File: config.mk
export PLATFORM = sky130hd
export DESIGN_NAME = uart_rx_param
export DESIGN_NICKNAME = d
export VERILOG_FILES = /design/src/rtl/uart_rx_param.sv
export SDC_FILE = /design/constraint.sdc
export NUM_CORES = 1
export LEC_CHECK = 0
export ABC_AREA = 0
export CAP_MARGIN = 20
export CORE_MARGIN = 10
export CORE_UTILIZATION = 27
export CTS_BUF_LIST = sky130_fd_sc_hd__clkbuf_4
export DETAILED_ROUTE_END_ITERATION = 8
export GPL_TIMING_DRIVEN = 1
export RECOVER_POWER = 25
export SYNTH_ARGS = -nofsm -noshare
export SYNTH_HDL_FRONTEND = slang
export SYNTH_SLANG_ARGS = --single-unit
File: constraint.sdc
create_clock -name clk -period 5 [get_ports clk]
set_clock_uncertainty 0.2 [all_clocks]
set_input_delay 0.5 -clock clk [delete_from_list [all_inputs] [get_ports clk]]
set_output_delay 0.5 -clock clk [all_outputs]
set_load 0.02 [all_outputs]
File: src/rtl/uart_rx_param.sv
// uart_rx_param: parametrised UART receiver with 2-FF synchroniser, false-start
// rejection, parity/framing/overrun status and a valid/ready output handshake.
//
// Parameters: DATA_BITS (5..9, LSB first), CLKS_PER_BIT (even, >= 4),
//             PARITY_MODE (0 none, 1 even, 2 odd), STOP_BITS (1 or 2).
// Optional build macro: UART_RX_MAJORITY_EN -- each bit decision becomes the
//   2-of-3 majority of rx_s at centre-1, centre, centre+1 (same latency).
//
// Ports:
//   clk        system clock, rising edge
//   rst        asynchronous active-low reset
//   rx_en      receiver enable; low forces IDLE and clears overrun
//   rx_data    asynchronous serial line, idle high
//   rx_ready   consumer accepts the current word
//   received   last received payload
//   rx_valid   received holds an unconsumed word
//   done       one-cycle pulse per completed frame
//   busy       frame in progress
//   parity_err parity mismatch on last frame
//   frame_err  a stop bit sampled low on last frame
//   overrun    frame completed while a word was still pending (sticky)
module uart_rx_param #(
    parameter int unsigned DATA_BITS    = 8,
    parameter int unsigned CLKS_PER_BIT = 16,
    parameter int unsigned PARITY_MODE  = 0,
    parameter int unsigned STOP_BITS    = 1
) (
    input  logic                 clk,
    input  logic                 rst,
    input  logic                 rx_en,
    input  logic                 rx_data,
    input  logic                 rx_ready,
    output logic [DATA_BITS-1:0] received,
    output logic                 rx_valid,
    output logic                 done,
    output logic                 busy,
    output logic                 parity_err,
    output logic                 frame_err,
    output logic                 overrun
);

    localparam int unsigned CNT_W = $clog2(CLKS_PER_BIT);
    localparam int unsigned BIT_W = $clog2(DATA_BITS + 1);

    localparam logic [CNT_W-1:0] CNT_MID   = CNT_W'(CLKS_PER_BIT / 2 - 1);
    localparam logic [CNT_W-1:0] CNT_END   = CNT_W'(CLKS_PER_BIT - 1);
    localparam logic [BIT_W-1:0] DATA_LAST = BIT_W'(DATA_BITS - 1);
    localparam logic [BIT_W-1:0] STOP_LAST = BIT_W'(STOP_BITS - 1);

    typedef enum logic [2:0] {
        IDLE   = 3'd0,
        START  = 3'd1,
        DATA   = 3'd2,
        PARITY = 3'd3,
        STOP   = 3'd4
    } state_t;

    state_t               state, state_n;
    logic [CNT_W-1:0]     cnt, cnt_n;
    logic [BIT_W-1:0]     bit_cnt, bit_cnt_n;
    logic [DATA_BITS-1:0] shreg, shreg_n;
    logic                 par_pend, par_pend_n;
    logic                 frm_pend, frm_pend_n;
    logic [DATA_BITS-1:0] received_n;
    logic                 rx_valid_n, done_n, busy_n;
    logic                 parity_err_n, frame_err_n, overrun_n;
    logic                 rx_m, rx_s, rx_d1;
    logic                 bit_s;
    logic                 parity_calc;
    logic                 complete;

    // Bit decision; rx_m is one cycle ahead of rx_s, rx_d1 one cycle behind.
`ifdef UART_RX_MAJORITY_EN
    assign bit_s = (rx_d1 & rx_s) | (rx_d1 & rx_m) | (rx_s & rx_m);
`else
    assign bit_s = rx_s;
`endif

    // Next-state and next-output logic.
    always_comb begin
        state_n      = state;
        cnt_n        = cnt + CNT_W'(1);
        bit_cnt_n    = bit_cnt;
        shreg_n      = shreg;
        par_pend_n   = par_pend;
        frm_pend_n   = frm_pend;
        received_n   = received;
        rx_valid_n   = rx_valid;
        done_n       = 1'b0;
        parity_err_n = parity_err;
        frame_err_n  = frame_err;
        overrun_n    = overrun;
        complete     = 1'b0;
        parity_calc  = (^shreg) ^ (PARITY_MODE == 2);

        if (rx_valid && rx_ready) begin
            rx_valid_n = 1'b0;
        end

        case (state)
            IDLE: begin
                cnt_n = '0;
                if (rx_en && rx_d1 && !rx_s) begin
                    state_n    = START;
                    bit_cnt_n  = '0;
                    par_pend_n = 1'b0;
                    frm_pend_n = 1'b0;
                end
            end
            START: begin
                if (cnt == CNT_MID) begin
                    cnt_n     = '0;
                    bit_cnt_n = '0;
                    // A line back high at the start-bit centre is a glitch.
                    state_n   = bit_s ? IDLE : DATA;
                end
            end
            DATA: begin
                if (cnt == CNT_END) begin
                    cnt_n     = '0;
                    shreg_n   = {bit_s, shreg[DATA_BITS-1:1]};
                    bit_cnt_n = bit_cnt + BIT_W'(1);
                    if (bit_cnt == DATA_LAST) begin
                        bit_cnt_n = '0;
                        state_n   = (PARITY_MODE != 0) ? PARITY : STOP;
                    end
                end
            end
            PARITY: begin
                if (cnt == CNT_END) begin
                    cnt_n      = '0;
                    par_pend_n = (bit_s != parity_calc);
                    state_n    = STOP;
                end
            end
            STOP: begin
                if (cnt == CNT_END) begin
                    cnt_n     = '0;
                    bit_cnt_n = bit_cnt + BIT_W'(1);
                    if (!bit_s) begin
                        frm_pend_n = 1'b1;
                    end
                    if (bit_cnt == STOP_LAST) begin
                        complete = 1'b1;
                        state_n  = IDLE;
                    end
                end
            end
            default: begin
                state_n = IDLE;
            end
        endcase

        if (!rx_en) begin
            // Abort: drop the frame, keep the last word and its flags.
            state_n   = IDLE;
            cnt_n     = '0;
            overrun_n = 1'b0;
        end else if (complete) begin
            received_n   = shreg;
            parity_err_n = par_pend;
            frame_err_n  = frm_pend | !bit_s;
            done_n       = 1'b1;
            if (rx_valid && !rx_ready) begin
                overrun_n = 1'b1;
            end
            rx_valid_n = 1'b1;
        end

        busy_n = (state_n != IDLE);
    end

    // State, synchroniser and output registers.
    always_ff @(posedge clk or negedge rst) begin
        if (!rst) begin
            state      <= IDLE;
            cnt        <= '0;
            bit_cnt    <= '0;
            shreg      <= '0;
            par_pend   <= 1'b0;
            frm_pend   <= 1'b0;
            received   <= '0;
            rx_valid   <= 1'b0;
            done       <= 1'b0;
            busy       <= 1'b0;
            parity_err <= 1'b0;
            frame_err  <= 1'b0;
            overrun    <= 1'b0;
            rx_m       <= 1'b1;
            rx_s       <= 1'b1;
            rx_d1      <= 1'b1;
        end else begin
            state      <= state_n;
            cnt        <= cnt_n;
            bit_cnt    <= bit_cnt_n;
            shreg      <= shreg_n;
            par_pend   <= par_pend_n;
            frm_pend   <= frm_pend_n;
            received   <= received_n;
            rx_valid   <= rx_valid_n;
            done       <= done_n;
            busy       <= busy_n;
            parity_err <= parity_err_n;
            frame_err  <= frame_err_n;
            overrun    <= overrun_n;
            rx_m       <= rx_data;
            rx_s       <= rx_m;
            rx_d1      <= rx_s;
        end
    end

endmodule

==> flow_summary.ini <==
[finish]
regArea_um2 = 954.7
num-nets-final = 186
nFillCells = 699
final_util_pct = 32.39
antenna_cells = 0
multiInputGateArea_um2 = 835.8
drive_gt1_share_pct = 16.76
synthToLayoutAreaGrowth_pct = 17.38

[yosys]
netlist_instances = 160
syn-num-nets = 168
synth_cell_types = 43
mappedNetlistArea_um2 = 1864
synth-seq-cells = 38
async_flop_share_pct = 100.0
avgSynthCellArea_um2 = 11.65
synth_edf_count = 0
ys.flop_type = dfrtp_1
ys_warn_count = 0
ys_seq_area_share_pct = 51.21

[power_and_ir_drop]
leakage_nw = 0.9833
irDropWorstVdd_v = 0.0001574
p_total_w = 0.0005945
p_per_area_nw_per_um2 = 271.7

[sta]
tns_ps = 0
setup_violations = 0
rsz0062_at_grt = no
worst_pin_slew_ps = 1967
worst_hold_slack_ps = 166.6
fmax_mhz = 485.1
slew_headroom_pct = -31.15
period_share_pct = 41.23
hold_viol_final = 0
post-route-min-period_ps = 2061
slew_viol_final = 39

[global_routing]
overflow = 0
grt_pass1_vias = 1250
antenna_found_initial = 0
grt_usage_pct = 7.386
grt_max_degree = 39
grt_pass1_wl_um = 6127

[critical_path]
crit_fanout = 2
critPathKind = flip-flop to output pin
cp.arrival_ps = 1360
cp.depth = 1
crit_slowest_cell = clkdlybuf4s50_1
endpoint_kind = output pin
reg2reg_slack_ps = 2940
rr_worst_depth = 5
start_kind = flip-flop
critPathLaunch = overrun
reg2reg_from = cnt[0]
crit_buf_inv = 1
cpPeakStageDelay_ps = 620
r2r-end = shreg[0]
worstPathRequired_ps = 4300
crit_path_end = overrun
critical-path-top-delay-family = buffers and inverters
crit_chain = clkdlybuf4s50_1

[job]
maxCapViolCount = 1

[clock_network]
cts_root_buffer = clkbuf_4
cts_resized = 0
ctsHoldBuffers = 0
cts_made_buffers = 5
clock_sinks = 38
cts_tree = yes
clkTransAtPathRegs_ps = 120
clkLatencyLatePin_ps = 340
h-tree-depth = 2
clock_path_buffers = 2
cts_setup_buffers = 0

[die]
io_pins = 19
die_w_um = 103.1
start_util_pct = 27.59
row_count = 30
fp.dieH_um = 103.1
core-area_um2 = 6756
dieArea_um2 = 10630

[outcome]
violations = capacitance limit, slew limit
status = complete, but fails checks

[placement]
post-dp-hpwl_um = 2564
io_buffers = 18
place_congestion = 0.8179

[detailed_routing]
firstDrtPassIters = 4
drt-initial-drc-count = 94
drcViolationCount = 0
routedWlPerCell_um = 13.86
drt_wl_total_um = 3590
ant_nets = 0
vias = 1282
viasPerCell = 4.950

[min_path]
min_path_type = flip-flop to flip-flop
hold_path_startpoint = rx_m
synth_stat cells (all sizes together) (2+ instances only):
master | instances | area [um^2]
dfrtp | 35 | 875.8
nor2 | 8 | 37.54
buf | 6 | 47.54
nand4 | 3 | 33.78
nand2 | 6 | 22.52
nand3 | 13 | 65.06
or3 | 2 | 12.51
inv | 6 | 22.52
nor2b | 3 | 18.77
a21o | 3 | 22.52
dfstp | 3 | 78.83
nand2b | 4 | 25.02
nand3b | 2 | 15.01
or3b | 3 | 26.28
nor3 | 2 | 10.01
mux2 | 17 | 210.2
xnor2 | 5 | 43.79
a21oi | 8 | 40.04
ha | 3 | 37.54
a31o | 2 | 17.52
xor2 | 2 | 17.52
o21ai | 10 | 50.04
registers in the layout (all words and copies together), names as in the netlist, 3 cells and up:
signal,flops
state,3
received,8
bit_cnt,4
cnt,4
shreg,8
layer usage:
layer / track usage (%) / vias to the layer above / share of wire, %
li1: - / 609 / -
met1: 8.993 / 644 / 46
met2: 11.60 / 27 / 49
met3: 2.882 / 2 / 4.7
met4: 2.567 / 0 / 0.39
met5: 0 / - / 0
worst min-delay path by stage:
stage	endpoint	depth (start not counted)
3_5_place_dp	bit_s	0
6_report	bit_s	0
4_1_cts	par_pend	1
3_3_place_gp	bit_s	0
2_1_floorplan	bit_cnt[0]	0
5_1_grt	bit_s	0
cell usage in the layout, fill, tap and decap left out, drive strengths merged, types with 2 or more instances in the layout:
cell type	count
nor3	2
o21ai	10
xor2	2
nor2b	3
nand2	6
xnor2	5
clkbuf	6
or3	2
mux2	17
dfrtp	35
a21o	3
bufinv	2
nor2	8
inv	6
or3b	3
nand3b	2
a21oi	8
nand2b	4
ha	3
nand3	13
nand4	3
dfstp	3
clkdlybuf4s50	16
a31o	2
area by class of cell:
type	count	area share, %
clock buffer	5	1.715
clock inverter	3	2.916
inverter	6	1.029
multi-input combinational	109	38.19
sequential	38	43.62
tap	80	4.574
timing repair buffer	18	7.947
power by group:
part / leakage (nW) / switching (W) / internal [W]
Combinational: 0.412 / 0.0000132 / 0.00000846
Sequential: 0.518 / 0.00000462 / 0.000311
Clock: 0.0528 / 0.000103 / 0.000154
Total: 0.983 / 0.000121 / 0.000474
cell families (layout without fill, tap and decap cells):
logic type      count (synthesis)  count (layout)  share of synthesized area [%]
flops                          38              38                          51.21
simple gates                   52              52                          17.05
fa+ha+maj                       3               3                          2.014
compound gates                 29              29                          10.00
mux                            17              17                          11.28
buf+inv                        13              32                          3.959
xor+xnor                        8               8                          4.497
stage by stage:
step	instances	setup slack [ps]	cell area, um^2
CTS	259	2907	2190
global placement	251	2647	2088
floorplan	160	3188	1864
global route	259	2504	2188
detailed placement	251	2618	2088
finish	259	2939	2188
Power figures use the tool's default switching activity.
